<file path="config.mk">
export PLATFORM = sky130hd
export DESIGN_NAME = timer_mode_controller_flat
export DESIGN_NICKNAME = d
export VERILOG_FILES = /design/src/rtl/timer_mode_controller_pkg.sv /design/src/rtl/timer_mode_controller_if.sv /design/src/rtl/timer_mode_controller_bcd_mmss_counter.sv /design/src/rtl/timer_mode_controller.sv /design/src/flat_wrapper.sv
export SDC_FILE = /design/constraint.sdc
export NUM_CORES = 1
export LEC_CHECK = 0
export ABC_AREA = 1
export CORE_MARGIN = 8
export CORE_UTILIZATION = 25
export CTS_BUF_LIST = sky130_fd_sc_hd__clkbuf_16
export DETAILED_ROUTE_END_ITERATION = 7
export HOLD_SLACK_MARGIN = 0.08
export PLACE_DENSITY_LB_ADDON = 0.25
export RECOVER_POWER = 50
export SLEW_MARGIN = 10
export SYNTH_ARGS = -nofsm -noshare
export SYNTH_HDL_FRONTEND = slang
export SYNTH_SLANG_ARGS = --single-unit
</file>
<file path="constraint.sdc">
create_clock -name clk -period 2.6 [get_ports clk]
set_input_delay 0.78 -clock clk [delete_from_list [all_inputs] [get_ports clk]]
set_output_delay 0.78 -clock clk [all_outputs]
set_load 0.01 [all_outputs]
</file>
<file path="src/rtl/timer_mode_controller_pkg.sv">
// Shared types and helpers for the two-mode MM:SS timer.
package timer_pkg;

    typedef enum logic [1:0] {
        IDLE    = 2'd0,
        RUN     = 2'd1,
        PAUSE   = 2'd2,
        EXPIRED = 2'd3
    } state_t;

    typedef logic [3:0] bcd_digit_t;

    typedef struct packed {
        bcd_digit_t m1;
        bcd_digit_t m0;
        bcd_digit_t s1;
        bcd_digit_t s0;
    } mmss_t;

    localparam int unsigned BCD_W   = 16;
    localparam int unsigned ALARM_W = 8;

    localparam logic MODE_STOPWATCH = 1'b0;
    localparam logic MODE_COUNTDOWN = 1'b1;

    localparam bcd_digit_t DIGIT_MAX = 4'd9;
    localparam bcd_digit_t TENS_MAX  = 4'd5;

    // Minute ceiling as two BCD digits {M1,M0}.
    function automatic logic [7:0] min_to_bcd(input int unsigned m);
        return {bcd_digit_t'(m / 10), bcd_digit_t'(m % 10)};
    endfunction

    // Clamp every digit into its legal range, then clamp minutes to the ceiling.
    function automatic mmss_t sanitize_preset(input mmss_t p, input logic [7:0] max_min);
        mmss_t r;
        r.m1 = (p.m1 > DIGIT_MAX) ? DIGIT_MAX : p.m1;
        r.m0 = (p.m0 > DIGIT_MAX) ? DIGIT_MAX : p.m0;
        r.s1 = (p.s1 > TENS_MAX)  ? TENS_MAX  : p.s1;
        r.s0 = (p.s0 > DIGIT_MAX) ? DIGIT_MAX : p.s0;
        if ({r.m1, r.m0} > max_min) begin
            r.m1 = max_min[7:4];
            r.m0 = max_min[3:0];
        end
        return r;
    endfunction

endpackage

</file>
<file path="src/rtl/timer_mode_controller_if.sv">
// Button-pulse / display bus between conditioning stage, controller and display.
interface timer_mode_controller_if;
    logic               tick;
    logic               ss_pulse;
    logic               mode_pulse;
    logic               clear_pulse;
    timer_pkg::mmss_t   preset_bcd;
    timer_pkg::mmss_t   count_bcd;
    logic               running;
    logic               mode;
    logic               alarm;

    modport master (
        output tick, ss_pulse, mode_pulse, clear_pulse, preset_bcd,
        input  count_bcd, running, mode, alarm
    );

    modport slave (
        input  tick, ss_pulse, mode_pulse, clear_pulse, preset_bcd,
        output count_bcd, running, mode, alarm
    );
endinterface

</file>
<file path="src/rtl/timer_mode_controller_bcd_mmss_counter.sv">
// MM:SS BCD up/down counter with load; saturates at 00:00 and at MAX_MINUTES:59.
module bcd_mmss_counter
    import timer_pkg::*;
#(
    parameter int unsigned MAX_MINUTES = 59
) (
    input  logic  clk,
    input  logic  rst,
    input  logic  load,
    input  mmss_t load_val,
    input  logic  inc,
    input  logic  dec,
    output mmss_t count,
    output logic  at_zero,
    output logic  at_max
);

    localparam logic [7:0] MAX_MIN_BCD = min_to_bcd(MAX_MINUTES);
    localparam mmss_t      MAX_VAL     = {MAX_MIN_BCD, TENS_MAX, DIGIT_MAX};

    mmss_t w_inc_val;
    mmss_t w_dec_val;
    mmss_t w_next;

    // Per-digit increment with carry.
    always_comb begin
        w_inc_val = count;
        if (count.s0 != DIGIT_MAX) begin
            w_inc_val.s0 = count.s0 + 4'd1;
        end else begin
            w_inc_val.s0 = 4'd0;
            if (count.s1 != TENS_MAX) begin
                w_inc_val.s1 = count.s1 + 4'd1;
            end else begin
                w_inc_val.s1 = 4'd0;
                if (count.m0 != DIGIT_MAX) begin
                    w_inc_val.m0 = count.m0 + 4'd1;
                end else begin
                    w_inc_val.m0 = 4'd0;
                    w_inc_val.m1 = count.m1 + 4'd1;
                end
            end
        end
    end

    // Per-digit decrement with borrow.
    always_comb begin
        w_dec_val = count;
        if (count.s0 != 4'd0) begin
            w_dec_val.s0 = count.s0 - 4'd1;
        end else begin
            w_dec_val.s0 = DIGIT_MAX;
            if (count.s1 != 4'd0) begin
                w_dec_val.s1 = count.s1 - 4'd1;
            end else begin
                w_dec_val.s1 = TENS_MAX;
                if (count.m0 != 4'd0) begin
                    w_dec_val.m0 = count.m0 - 4'd1;
                end else begin
                    w_dec_val.m0 = DIGIT_MAX;
                    w_dec_val.m1 = count.m1 - 4'd1;
                end
            end
        end
    end

    always_comb begin
        w_next = count;
        if (load) begin
            w_next = load_val;
        end else if (inc && !at_max) begin
            w_next = w_inc_val;
        end else if (dec && !at_zero) begin
            w_next = w_dec_val;
        end
    end

    // Flags are registered from the next value so they line up with count.
    always_ff @(posedge clk or posedge rst) begin
        if (rst) begin
            count   <= '0;
            at_zero <= 1'b1;
            at_max  <= 1'b0;
        end else begin
            count   <= w_next;
            at_zero <= (w_next == mmss_t'(0));
            at_max  <= (w_next == MAX_VAL);
        end
    end

endmodule

</file>
<file path="src/rtl/timer_mode_controller.sv">
// Stopwatch / countdown sequencing FSM owning the MM:SS count.
// Optional alarm auto-return timer enabled by defining TIMER_ALARM_TIMEOUT_EN.
module timer_mode_controller
    import timer_pkg::*;
#(
    parameter int unsigned MAX_MINUTES = 59,
    parameter int unsigned ALARM_TICKS = 10
) (
    input  logic                    clk,
    input  logic                    rst,
    timer_mode_controller_if.slave  bus
);

    localparam logic [7:0] MAX_MIN_BCD = min_to_bcd(MAX_MINUTES);
    localparam mmss_t      COUNT_ONE   = mmss_t'(16'h0001);

    if (MAX_MINUTES < 1 || MAX_MINUTES > 99 || ALARM_TICKS < 1 || ALARM_TICKS > 255) begin : g_bad_params
        $error("timer_mode_controller: parameter out of range");
    end

    state_t r_state;
    state_t w_next_state;
    logic   r_mode;
    logic   w_next_mode;
    logic   r_running;
    logic   r_alarm;
    logic   w_load;
    logic   w_inc;
    logic   w_dec;
    logic   w_expire;
    logic   w_timeout;
    mmss_t  w_load_val;
    mmss_t  w_count;
    logic   w_at_zero;
    logic   w_at_max;

`ifdef TIMER_ALARM_TIMEOUT_EN
    localparam logic [ALARM_W-1:0] ALARM_LOAD = ALARM_W'(ALARM_TICKS);

    logic [ALARM_W-1:0] r_alarm_cnt;

    // Loaded on entry to EXPIRED, counts ticks down while there, cleared elsewhere.
    always_ff @(posedge clk or posedge rst) begin
        if (rst) begin
            r_alarm_cnt <= '0;
        end else if (w_next_state != EXPIRED) begin
            r_alarm_cnt <= '0;
        end else if (r_state != EXPIRED) begin
            r_alarm_cnt <= ALARM_LOAD;
        end else if (bus.tick) begin
            r_alarm_cnt <= r_alarm_cnt - ALARM_W'(1);
        end
    end

    assign w_timeout = bus.tick && (r_alarm_cnt <= ALARM_W'(1));
`else
    assign w_timeout = 1'b0;
`endif

    always_ff @(posedge clk or posedge rst) begin
        if (rst) begin
            r_state   <= IDLE;
            r_mode    <= MODE_STOPWATCH;
            r_running <= 1'b0;
            r_alarm   <= 1'b0;
        end else begin
            r_state   <= w_next_state;
            r_mode    <= w_next_mode;
            r_running <= (w_next_state == RUN);
            r_alarm   <= (w_next_state == EXPIRED);
        end
    end

    // Next state and counter controls; clear > ss > mode in every state.
    always_comb begin
        w_next_state = r_state;
        w_next_mode  = r_mode;
        w_load       = 1'b0;
        w_inc        = 1'b0;
        w_dec        = 1'b0;
        w_expire     = 1'b0;
        unique case (r_state)
            IDLE: begin
                if (bus.clear_pulse) begin
                    w_load = 1'b1;
                end else if (bus.ss_pulse) begin
                    w_next_state = (r_mode == MODE_COUNTDOWN && w_at_zero) ? EXPIRED : RUN;
                end else if (bus.mode_pulse) begin
                    w_next_mode = ~r_mode;
                    w_load      = 1'b1;
                end
            end
            RUN: begin
                if (bus.clear_pulse) begin
                    w_next_state = IDLE;
                    w_load       = 1'b1;
                end else begin
                    if (bus.tick) begin
                        if (r_mode == MODE_STOPWATCH) begin
                            w_expire = w_at_max;
                            w_inc    = ~w_at_max;
                        end else begin
                            w_expire = w_at_zero || (w_count == COUNT_ONE);
                            w_dec    = ~w_at_zero;
                        end
                    end
                    // Reaching the boundary wins over a coincident pause.
                    if (w_expire) begin
                        w_next_state = EXPIRED;
                    end else if (bus.ss_pulse) begin
                        w_next_state = PAUSE;
                    end
                end
            end
            PAUSE: begin
                if (bus.clear_pulse) begin
                    w_next_state = IDLE;
                    w_load       = 1'b1;
                end else if (bus.ss_pulse) begin
                    w_next_state = RUN;
                end
            end
            EXPIRED: begin
                if (bus.clear_pulse || bus.ss_pulse || w_timeout) begin
                    w_next_state = IDLE;
                    w_load       = 1'b1;
                end
            end
            default: begin
                w_next_state = IDLE;
            end
        endcase
    end

    assign w_load_val = (w_next_mode == MODE_COUNTDOWN)
                      ? sanitize_preset(bus.preset_bcd, MAX_MIN_BCD)
                      : mmss_t'(0);

    bcd_mmss_counter #(
        .MAX_MINUTES (MAX_MINUTES)
    ) u_counter (
        .clk      (clk),
        .rst      (rst),
        .load     (w_load),
        .load_val (w_load_val),
        .inc      (w_inc),
        .dec      (w_dec),
        .count    (w_count),
        .at_zero  (w_at_zero),
        .at_max   (w_at_max)
    );

    assign bus.count_bcd = w_count;
    assign bus.running   = r_running;
    assign bus.mode      = r_mode;
    assign bus.alarm     = r_alarm;

endmodule
</file>
<file path="src/flat_wrapper.sv">
// flat-port wrapper written by rule: the top's interface ports become plain ports
module timer_mode_controller_flat import timer_pkg::*;
#(
    parameter int unsigned MAX_MINUTES = 59,
    parameter int unsigned ALARM_TICKS = 10
)
  (clk, rst, bus_tick, bus_ss_pulse, bus_mode_pulse, bus_clear_pulse, bus_preset_bcd, bus_count_bcd, bus_running, bus_mode, bus_alarm);
  timer_mode_controller_if bus_i ();
  input  logic clk;
  input  logic rst;
  input wire logic [$bits(bus_i.tick)-1:0] bus_tick;
  input wire logic [$bits(bus_i.ss_pulse)-1:0] bus_ss_pulse;
  input wire logic [$bits(bus_i.mode_pulse)-1:0] bus_mode_pulse;
  input wire logic [$bits(bus_i.clear_pulse)-1:0] bus_clear_pulse;
  input wire logic [$bits(bus_i.preset_bcd)-1:0] bus_preset_bcd;
  output wire logic [$bits(bus_i.count_bcd)-1:0] bus_count_bcd;
  output wire logic [$bits(bus_i.running)-1:0] bus_running;
  output wire logic [$bits(bus_i.mode)-1:0] bus_mode;
  output wire logic [$bits(bus_i.alarm)-1:0] bus_alarm;
  assign bus_i.tick = bus_tick;
  assign bus_i.ss_pulse = bus_ss_pulse;
  assign bus_i.mode_pulse = bus_mode_pulse;
  assign bus_i.clear_pulse = bus_clear_pulse;
  assign bus_i.preset_bcd = bus_preset_bcd;
  assign bus_count_bcd = bus_i.count_bcd;
  assign bus_running = bus_i.running;
  assign bus_mode = bus_i.mode;
  assign bus_alarm = bus_i.alarm;
  timer_mode_controller #(.MAX_MINUTES(MAX_MINUTES), .ALARM_TICKS(ALARM_TICKS)) u_core (.clk(clk), .rst(rst), .bus(bus_i));
endmodule
</file>
# After elaboration in Yosys (flattened, before gate mapping)

Cells that the tools add are included.

Bitwise logic cells: 3
$add $sub $neg: 8
Equal/unequal tests: 10
Magnitude comparators: 5
Muxes and demuxes: 53
Reduce and logical (&&, ||, !) cells: 13

Operator list:

| cell                   | count |
|---|---|
| $mux W16               | 4 |
| $mux W4                | 12 |
| $mux W12               | 2 |
| $mux W8                | 3 |
| $mux W1                | 21 |
| $mux W2                | 9 |
| $add A4 B1 Y4 const B  | 4 |
| $eq A16 B1 Y1 const B  | 1 |
| $eq A16 B15 Y1 const B | 1 |
| $logic_not A16 Y1      | 1 |
| $sub A4 B1 Y4 const B  | 4 |
| $gt A4 B4 Y1 const B   | 3 |
| $reduce_bool A4 Y1     | 3 |
| $gt A8 B7 Y1 const B   | 1 |
| $ne A4 B4 Y1 const B   | 2 |
| $pmux W2 S4            | 1 |
| $eq A2 B2 Y1 const B   | 3 |
| $eq A2 B1 Y1 const B   | 2 |
| $gt A4 B3 Y1 const B   | 1 |
| $ne A4 B3 Y1 const B   | 1 |
| $logic_and A1 B1 Y1    | 3 |
| $not A1 Y1             | 3 |
| $pmux W1 S3            | 1 |
| $logic_not A1 Y1       | 2 |
| other kinds (3)        | 4 |

Flip-flop bits (word level): 23
Output and inout port bits: 19

# Depth between registers and ports, before layout

Gate-level depths: netlist of the first run.

Depth after elaboration: 10
Gate-level depth with buffers: 16

# Hierarchy

Synthesis of the first run repeated with hierarchy kept, for this count alone.

Cell total of the unflattened synthesis: 403
Area total of the unflattened synthesis: 2,487.4 um^2

Modules (own cells, without submodules):

| module                | area an instance (um^2) | times used | cells an instance |
|---|---|---|---|
| bcd_mmss_counter      | 1,840.5                 | 1          | 293 |
| timer_mode_controller | 646.9                   | 1          | 110 |

# Worst setup path after synthesis of the first run

No wires, ideal clock.

Kind: input port to flip-flop
From: input port bus_clear_pulse
To: register u_core.u_counter.at_max
Data arrival time: 1.973 ns
Slack: 0.556 ns
Setup time: 0.071 ns
Cell stages on the path: 13
Cell sequence: buf_6 > inv_4 > nand3_4 > nor2_8 > nand2_2 > nand2_1 > a21oi_1 > nor2_1 > nor2_1 > or2_0 > nor2_1 > nand2_1 > nor2_1

Cells in the longest elaborated chain, start to end: 7
Elaborated cells on any way between the ends: 18

Ends and longest elaborated chain:

| item                 | RTL line                                     | text |
|---|---|---|
| start, declared      | flat_wrapper.sv:14                           | `input wire logic [$bits(bus_i.clear_pulse)-1:0] bus_clear_pulse;` |
| $mux W1              | timer_mode_controller.sv:94                  | `if (bus.clear_pulse) begin` |
| $mux W1              | timer_mode_controller.sv:82                  | `unique case (r_state)` |
| $logic_and A1 B1 Y1  | timer_mode_controller_bcd_mmss_counter.sv:73 | `end else if (dec && !at_zero) begin` |
| $mux W16             | timer_mode_controller_bcd_mmss_counter.sv:73 |  |
| $mux W16             | timer_mode_controller_bcd_mmss_counter.sv:71 | `end else if (inc && !at_max) begin` |
| $mux W16 (*)         | timer_mode_controller_bcd_mmss_counter.sv:69 | `if (load) begin` |
| $eq A16 B15 Y1 (*)   | timer_mode_controller_bcd_mmss_counter.sv:87 | `at_max <= (w_next == MAX_VAL);` |
| end signal, assigned | timer_mode_controller_bcd_mmss_counter.sv:87 |  |
| end, declared        | timer_mode_controller_bcd_mmss_counter.sv:15 | `output logic at_max` |

Every way passes the cells marked *; elsewhere a longest branch is shown, timed or not.

==> results.md, run 1 <==
GRT:
- The number of global-route vias before repair is 2630.
- Global routing consumed, on the met3 layer, under 10% of the routing resources.
- Global routing used 11.5% of the available tracks across all layers.
- The met2 routing resource usage after global routing is 19.9%.
- The initial antenna violation count is 0.
- The total congestion overflow is 0.
- Entering global routing, the biggest net connects 19 pins.
- The global-route wire length before repair is 12200 µm.
- For met1 alone, demand over resource in global routing was 14.1%.
- The routing layer with the top usage in global route is met2.

Critical path:
- The maximum single-stage delay on the critical path is 0.52 ns.
- The critical path in this run is classified as in -> reg.
- The count of buffer and inverter cells on the critical path is 4.
- The critical path data arrival time is 2.66 ns.
- The endpoint required time on the critical path is 2.75 ns.
- The element type at the critical path start is a primary input.
- The worst-case reg-to-reg path depth is 15.
- The worst flop-to-flop path endpoint is u_core.u_counter.at_max$_DFF_PP0_.
- The worst register-to-register path begins at u_core.r_state[1]$_DFF_PP0_.
- The capturing element type of the critical path is a flip-flop.
- The top fanout value on the critical path is 7.
- Among the stages of the critical path, the cell type that occurs most often is nand2_1.
- The kind of cell with the highest combined delay on the critical path is buffers and inverters.
- Traced cell by cell, the critical path runs through clkdlybuf4s50_1 -> nor2_1 -> o31ai_4 -> buf_4 -> buf_4 -> nand2_1 -> nor2_1 -> nand2_1 -> nand2_1 -> inv_1 -> nand2_1 -> nor2_1 -> nand2_1 -> nor2_1.
- The worst reg-to-reg setup slack is around 0.21 ns.
- The cell with the largest stage delay on the worst path is clkdlybuf4s50_1.

STA:
- The tightest slew margin relative to the limit is 25.0%.
- The worst path needs 2.50 ns of the cycle, external delays included.
- Static timing analysis puts the maximum clock frequency at 400 MHz.
- The pin slew with the least headroom to its limit is around 1.1 ns.
- The final setup skew is 0.00414 ns.
- Setup violations remaining at the end of the flow were counted as 0.
- The total negative slack is 0 ns.
- The number of hold-slack violations in the final timing report is 0.
- The number of pins with negative max-slew slack in the final report is 0.
- The worst path uses 96.2% of the clock period.

Final layout:
- Leaving out filler cells and counting taps, the final layout contains roughly 550.
- Compared with the post-synthesis result, the final layout area differs by 42.0%.
- In the final layout, the share of cells above drive strength 1 is a little under a fifth.
- The number of diodes added for antenna fixing is 0.
- The final layout contains 476 nets.

Detailed routing:
- The number of nets with antenna violations after routing is 0.
- The first-pass iteration count of the detailed router is 4.
- Wires add up to about 7300 µm.
- Dividing the detail-routed wire length by the instance count gives between 10 and 15 µm.
- After detailed routing, the number of vias per cell comes to around 4.8.
- The number of DRC violations after detailed routing is 0.
- The detailed router's first-iteration violation count is 124.
- For this block, the via count after detailed routing is 2633.

Pwr:
- For this design the ratio of total power to cell area is 1010 nW/µm².
- IR analysis of the VDD net gives a maximum drop of 369 µV.
- For this design the static power due to leakage is 1.62 nW.
- Summing internal, switching and leakage power gives 3.25 mW.

Floorplan:
- The full die area is 12400 µm².
- The total area inside the core boundary comes to 8760 µm².
- For this configuration, the core starts out at a cell density of approximately a quarter.
- 41 I/O pins were placed.
- The standard-cell row count is 34.
- The height of the die is between 100 and 150 µm.
- The floorplan step set the die width to 111 µm.

Placement:
- The HPWL after detailed placement is between 6000 and 7000 µm.
- The number of input and output port buffers inserted is 40.
- Routability-driven placement finished with a final weighted congestion of 0.908.
- Once placement completed, the tool counted placed cells totaling 546.

CTS:
- The clock edge transition at the registers on the reported setup and hold paths is about 0.070 ns.
- The root buffer cell chosen for the clock tree is clkbuf_16.
- Clock latency on the worst-skew pair, taken at its later pin, is 0.26 ns.
- The total clock sinks is 23.
- TritonCTS built the clock tree.
- The TritonCTS buffer count is 3.
- In this run the number of H-tree levels came out at 1.
- The maximum root-to-sink buffer count is 2.
- The number of hold buffers added after CTS was 0.

Yosys:
- The share of synthesized flip-flops with an asynchronous set or reset is 100%.
- The total of flip-flops plus latches after synthesis is 23.
- The average instance in the mapped netlist occupies 6.25 µm².
- Counting every net in the synthesized netlist gives between 300 and 400.
- The cell with the most instances after synthesis is nand2_1.
- In the synthesized netlist, the cells that appear most often are 96 x nand2_1, 55 x nor2_1, 49 x inv_1, 43 x nand3_1, 22 x dfrtp_1.
- The largest total area in the synthesized netlist belongs to dfrtp_1.
- Sequential elements use 25.4% of the synthesized area.
- In the synthesized netlist the dominant register cell turns out to be dfrtp_1.
- The number of synthesized flops with an enable pin is 0.
- The Yosys step of the flow raised 0 warnings.
- After synthesis the cells add up to 2270 µm².
- The distinct cell type count after synthesis is 34.
- After synthesis, the cell types taking the most area are dfrtp_1 24%, nand2_1 16%, nand3_1 9.5%.
- In the synthesized netlist, the number of instances is 363.
- The share of the synthesized area in the top cell type is roughly 24%.

Min path:
- The worst hold path belongs to the class reg -> reg.
- The endpoint with the worst hold slack is u_core.u_counter.count[14]$_DFF_PP0_.
- The worst hold path begins at u_core.u_counter.count[14]$_DFF_PP0_.
- The worst hold path passes through 3 cells.

Flow run:
- The count of maximum capacitance violations is 0.

Outcome:
- The run finished with clean final reports.
[per-layer routing]
layer | share of wire, % | routed length (µm)
met5 | 0 | 0
met4 | 2.6 | 188
met3 | 5.2 | 378
met2 | 49 | 3580
met1 | 43 | 3160
[final cells by class]
type,count,area (µm²)
multi-input cells,282,1470
inverters,54,208
clock buffers,3,75.1
clock inverters,1,3.75
flip-flops and latches,23,577
repair buffers,82,754
well taps,108,135
fillers,945,5540
[through the flow]
step | util, % | area (µm²) | worst slack, ns | hold WS [ns]
final | 36.8 | 3220 | 0.0992 | 0.614
after detailed placement | 35.1 | 3080 | -0.278 | 0.619
after global placement | 35.1 | 3080 | -0.299 | 0.621
after floorplan | - | 2270 | 0.556 | 0.617
after CTS | 36.3 | 3180 | 0.00537 | 0.628
after global routing | 36.8 | 3220 | -0.000693 | 0.705
[worst max-delay path by stage]
| stage | from | endpoint | slack (ns) | depth (start not counted) |
|---|---|---|---|---|
| final | bus_ss_pulse | u_core.u_counter.at_max$_DFF_PP0_ | 0.1 | 14 |
| after global routing | bus_ss_pulse | u_core.u_counter.at_max$_DFF_PP0_ | -0.0007 | 15 |
| after CTS | bus_clear_pulse | u_core.u_counter.at_max$_DFF_PP0_ | 0.005 | 14 |
| after detailed placement | bus_clear_pulse | u_core.u_counter.at_max$_DFF_PP0_ | -0.28 | 14 |
| after global placement | bus_clear_pulse | u_core.u_counter.at_max$_DFF_PP0_ | -0.30 | 14 |
| after floorplan | bus_clear_pulse | u_core.u_counter.at_max$_DFF_PP0_ | 0.56 | 13 |
[report_power, final]
group,leakage [nW],internal (mW),switching [mW]
Clock,0.0423,0.206,0.142
Combinational,1.28,0.974,1.29
Sequential,0.301,0.480,0.158
Total,1.62,1.66,1.59
[cells by family (layout without fill, tap and decap cells)]
group	after synthesis	in the layout	share of synthesized area (%)
AND/OR/NAND/NOR	233	233	47.6
AO/OA/AOI/OAI	41	41	11.6
flip-flops	23	23	25.4
buffers and inverters	58	140	11.0
adder cells (fa/ha/maj)	8	8	4.41
[repair_timing]
item | in CTS | in global routing
endpoints found under the setup margin | 1 | 2
buffers inserted | 1 | 2
gates resized for setup | 0 | 10
pin swaps | 1 | 3
[registers in the layout (all words and copies together), names as in the netlist]
signal and cells:
u_core.bus.alarm 1, u_core.r_state 2, u_core.u_counter.at_max 1, u_core.u_counter.count 16, u_core.bus.running 1, u_core.bus.mode 1
u_core.u_counter.at_zero 1
[worst min-delay path, delay by kind of cell (launching register included)]
family,cells,cell delay (ns)
flops,1,0.36
simple gates,3,0.20
[placed cells by master (no fill, tap or decap), types with 2 or more instances in the layout]
| master | Yosys | routed |
|---|---|---|
| nand2_1 | 96 | 94 |
| dfrtp_1 | 22 | 22 |
| buf_4 | 0 | 38 |
| nand2_2 | 7 | 8 |
| nand3b_1 | 2 | 2 |
| nor2_4 | 4 | 4 |
| clkbuf_16 | 0 | 3 |
| a211o_1 | 2 | 2 |
| nand3_1 | 43 | 42 |
| dlymetal6s2s_1 | 0 | 2 |
| nand4_1 | 8 | 8 |
| nor3_1 | 4 | 3 |
| inv_2 | 4 | 3 |
| nand3_4 | 1 | 2 |
| o21ai_1 | 3 | 3 |
| ha_1 | 8 | 8 |
| o21ai_0 | 21 | 21 |
| clkdlybuf4s50_1 | 0 | 30 |
| buf_12 | 0 | 3 |
| a21oi_1 | 5 | 5 |
| nor2_1 | 55 | 55 |
| inv_4 | 1 | 2 |
| inv_1 | 49 | 50 |
| nand3_2 | 3 | 3 |
| a21oi_2 | 2 | 2 |
| dlygate4sd3_1 | 0 | 8 |
| nor2_2 | 7 | 7 |
Power figures use the tool's default switching activity.
==> run 2, diff against run 1 <==
--- a/config.mk
+++ b/config.mk
@@ -6,7 +6,7 @@
 export NUM_CORES = 1
 export LEC_CHECK = 0
 export ABC_AREA = 1
-export CORE_MARGIN = 8
+export CORE_MARGIN = 2
 export CORE_UTILIZATION = 25
 export CTS_BUF_LIST = sky130_fd_sc_hd__clkbuf_16
 export DETAILED_ROUTE_END_ITERATION = 7
==> run 2 against run 1 <==
- global-route usage rose by 3.5 points
- largest cell class unchanged
- first-iteration DRC count is 19% higher
- register-to-register slack barely moved
- clock skew shrank 0.0018 ns
- die area is 20% lower
- clock power rose by 2%
- clock-buffer cell count did not move
- fmax is 4.1% higher
- critical path type is now reg -> reg
- non-clock buffer count down 6
- final cell count shrank 0.90%
- sequential power about the same
==> results.md, run 2 (synthesis results as in run 1) <==
Outcome:
- The run finished with clean final reports.

Floorplan:
- The chip width was 99.3 µm (-11%).
- The full die area came to 9860 µm² (-20%).
- The height of the die was 99.3 µm (-11%).
- The core area is 8760 µm² (unchanged).
- The standard-cell row count is 34 (unchanged).
- The initial core utilization is 25.9% (unchanged).
- The total I/O pin count is 41 (unchanged).

GRT:
- The combined global-route utilization of all metal layers is 15.0% (+3.5 points).
- The number of global-route vias before repair was 2550 (-3.0%).
- The global-route wire length before repair is 12000 µm (-1.7%).
- The initial antenna violation count was 0 (unchanged).
- The largest net degree at the start of global routing is 14 (-5).
- The total congestion overflow is 0 (unchanged).

Pwr:
- The internal portion of total power is 1.60 mW (-3.7%).
- The total leakage power is 1.60 nW (-1.2%).
- The fraction of power spent switching nets is 50.3% (+1.4 points).
- The power density over the cells is 1000 nW/µm² (-0.56%).
- The net switching power is 1.62 mW (+1.8%).
- The share of total power in the clock network is 11.1% (+0.4 points).
- The share of power burned in combinational logic is 69.1% (-0.6 points).
- The total power after layout came to 3.22 mW (-0.99%).
- The worst vdd rail ir drop is 376 µV (+2.0%).
- The register share of total power was 19.8% (+0.2 points).

Min path:
- The startpoint identified for the worst hold timing path is u_core.u_counter.count[14]$_DFF_PP0_.
- The number of cells traversed by the worst hold path is 3 (unchanged).
- The worst hold path belongs to the class reg -> reg.
- The path with the worst hold slack has its endpoint at u_core.u_counter.count[14]$_DFF_PP0_.

Detailed routing:
- The detailed-route via count was 2568 (-2.5%).
- The final routed wirelength across all metal layers is 7350 µm (+0.59%).
- The routed length per instance is 13.4 µm (+1.5%).
- The first-pass iteration count of the detailed router came to 4 (unchanged).
- The detailed router used layers up to and including met4.
- The number of DRC violations after detailed routing is 0 (unchanged).
- The wire length on met1 is 3370 µm (+6.9%).
- The number of nets with antenna violations after routing was 0 (unchanged).
- The per-cell via count in the routed design was 4.69 (-1.6%).
- The met3 routed wirelength was 345 µm (-8.7%).
- The detailed router's first-iteration violation count is 148 (+19%).
- The wire length on met2 was 3540 µm (-1.3%).

Final layout:
- The largest registers in the layout are u_core.u_counter.count: 16 flops, u_core.r_state: 2 flops.
- The fraction of final layout cells with drive strength greater than 1 is 18.0% (-0.47 points).
- The layout-stage area growth over the synthesis result is 41.4%.
- The most frequent standard cell in the layout excluding fill and tap cells is nand2_1.
- The number of diodes added for antenna fixing was 0 (unchanged).
- The count of non-filler cells in the finished layout is 548 (-0.90%).
- The utilization after layout is 36.6% (-0.16 points).
- The number of nets at the end of the flow was 471 (-1.1%).
- The flip-flop count of the largest register, all copies and words added was 16 (unchanged).
- The library cells used most frequently in the layout, excluding fill and tap cells, are 93 x nand2_1, 54 x nor2_1, 49 x inv_1.
- The register with the most flip-flops in the final layout is u_core.u_counter.count.

Critical path:
- The worst flop-to-flop path endpoint is u_core.u_counter.at_max$_DFF_PP0_.
- The startpoint identified for the worst register-to-register timing path is u_core.r_state[0]$_DFF_PP0_.
- The element type at the critical path start is a flip-flop.
- The worst-case reg-to-reg path depth is 13 (-2).
- The top fanout value on the critical path was 6 (-1).
- The worst reg-to-reg setup slack is 0.20 ns (about the same).
- The capturing element type of the critical path is a flip-flop.
- The critical path in this run is classified as reg -> reg.
- The endpoint required time on the critical path is 2.80 ns (+0.05 ns).
- The critical path data arrival time is 2.60 ns (-0.06 ns).

STA:
- The shortest clock period the worst path allows after layout is 2.40 ns (-0.0993 ns).
- The pin slew with the least headroom to its limit is 0.507 ns (-0.618 ns).
- The number of hold-slack violations in the final timing report is 0 (unchanged).
- The tightest slew margin relative to the limit is 66.2% (+41 points).
- The number of pins with negative max-slew slack in the final report is 0 (unchanged).
- The total of endpoints with negative setup slack in the final report came to 0 (unchanged).
- The final setup skew is 0.00235 ns (-0.00180 ns).
- The final cycle utilization of the critical path is 92.4% (-3.8 points).
- Setup repair after global routing left no endpoint under its margin.
- The maximum frequency from static timing analysis was 416 MHz (+4.1%).

Placement:
- The number of input and output port buffers inserted came to 40 (unchanged).
- The placed cell count is 539 (-1.3%).
- The HPWL after detailed placement is 5820 µm (-3.5%).
- The routability congestion estimate is 0.881 (-2.9%).

CTS:
- The total clock sinks is 23 (unchanged).
- The number of buffers inserted by hold repair at cts was 0 (unchanged).
- The TritonCTS clock tree is done.
- The root buffer cell chosen for the clock tree is clkbuf_16.
- The CTS H-tree depth was 1 (unchanged).
- The maximum root-to-sink buffer count is 2 (unchanged).
- The clock edge transition at the registers on the reported setup and hold paths is 0.07 ns (about the same).
- The insertion delay to the later sink of the worst-skew pair is 0.26 ns (about the same).
- The TritonCTS buffer count is 3 (unchanged).

Flow run:
- The count of maximum capacitance violations was 0 (unchanged).
-- run 2: worst max-delay path by stage --
stage,startpoint,end,slack [ns],cells after the start
CTS,bus_clear_pulse,u_core.u_counter.at_zero$_DFF_PP1_,0.01,9
global route,u_core.r_state[0]$_DFF_PP0_,u_core.u_counter.at_max$_DFF_PP0_,0.02,11
global placement,bus_clear_pulse,u_core.u_counter.at_zero$_DFF_PP1_,-0.33,12
finish,u_core.r_state[0]$_DFF_PP0_,u_core.u_counter.at_max$_DFF_PP0_,0.20,13
floorplan,bus_clear_pulse,u_core.u_counter.at_max$_DFF_PP0_,0.56,13
detailed placement,bus_clear_pulse,u_core.u_counter.at_zero$_DFF_PP1_,-0.32,12
-- run 2: routing by layer --
layer / vias to the layer above / GRT usage (%)
li1: 1325 / -
met1: 1169 / 19.6
met2: 65 / 25.8
met3: 9 / 2.18
met4: 0 / 4.11
met5: - / 0
-- run 2: through the flow --
step / setup slack (ns) / setup TNS, ns / area [µm²] / hold WS (ns)
2_1_floorplan: 0.556 / 0 / 2270 / 0.617
3_3_place_gp: -0.332 / -1.01 / 3030 / 0.633
3_5_place_dp: -0.323 / -0.970 / 3030 / 0.648
4_1_cts: 0.0135 / 0 / 3150 / 0.659
5_1_grt: 0.0162 / 0 / 3210 / 0.721
6_report: 0.198 / 0 / 3210 / 0.639
-- run 2: layout make-up --
| cell class | instances | area [µm²] |
|---|---|---|
| fill | 942 | 5550 |
| sequential | 23 | 577 |
| inverter | 54 | 208 |
| clock inverter | 1 | 5.00 |
| timing repair buffer | 76 | 708 |
| tap | 108 | 135 |
| multi-input combinational | 283 | 1500 |
| clock buffer | 3 | 75.1 |
-- run 2: what timing repair did --
action / in CTS / in global routing
pin swaps: 2 / 3
cloned: 0 / 1
resized for setup: 1 / 15
endpoints found under the setup margin: 1 / 2
buffers inserted: 4 / 0
-- run 2: critical path, stage by stage (launching register included) --
cell	delay [ns]
dfrtp_1	0.43
inv_1	0.16
ha_1	0.27
inv_1	0.19
nor3_1	0.35
a21oi_4	0.05
buf_4	0.17
nor2_1	0.10
nand3_1	0.09
nand2_1	0.15
nand3_1	0.09
nor2_1	0.12
nand2_1	0.08
nor2_1	0.09
-- run 2: power groups by stage --
stage | Combinational (mW) | Clock (mW) | Sequential (mW)
6_report | 2.22 | 0.356 | 0.638
5_1_grt | 2.48 | 0.376 | 0.668
4_1_cts | 2.15 | 0.362 | 0.643
3_5_place_dp | 2.11 | 0 | 0.649
3_3_place_gp | 2.12 | 0 | 0.651
2_1_floorplan | 1.26 | 0 | 0.653
==> run 3, diff against run 2 <==
--- a/config.mk
+++ b/config.mk
@@ -6,9 +6,11 @@
 export NUM_CORES = 1
 export LEC_CHECK = 0
 export ABC_AREA = 1
+export ABC_CLOCK_PERIOD_IN_PS = 2600
 export CORE_MARGIN = 2
 export CORE_UTILIZATION = 25
 export CTS_BUF_LIST = sky130_fd_sc_hd__clkbuf_16
+export CTS_CLUSTER_DIAMETER = 100
 export DETAILED_ROUTE_END_ITERATION = 7
 export HOLD_SLACK_MARGIN = 0.08
 export PLACE_DENSITY_LB_ADDON = 0.25
==> results of run 3 <==
Same layout as run 2: the final DEF is identical, and so are final timing and power.
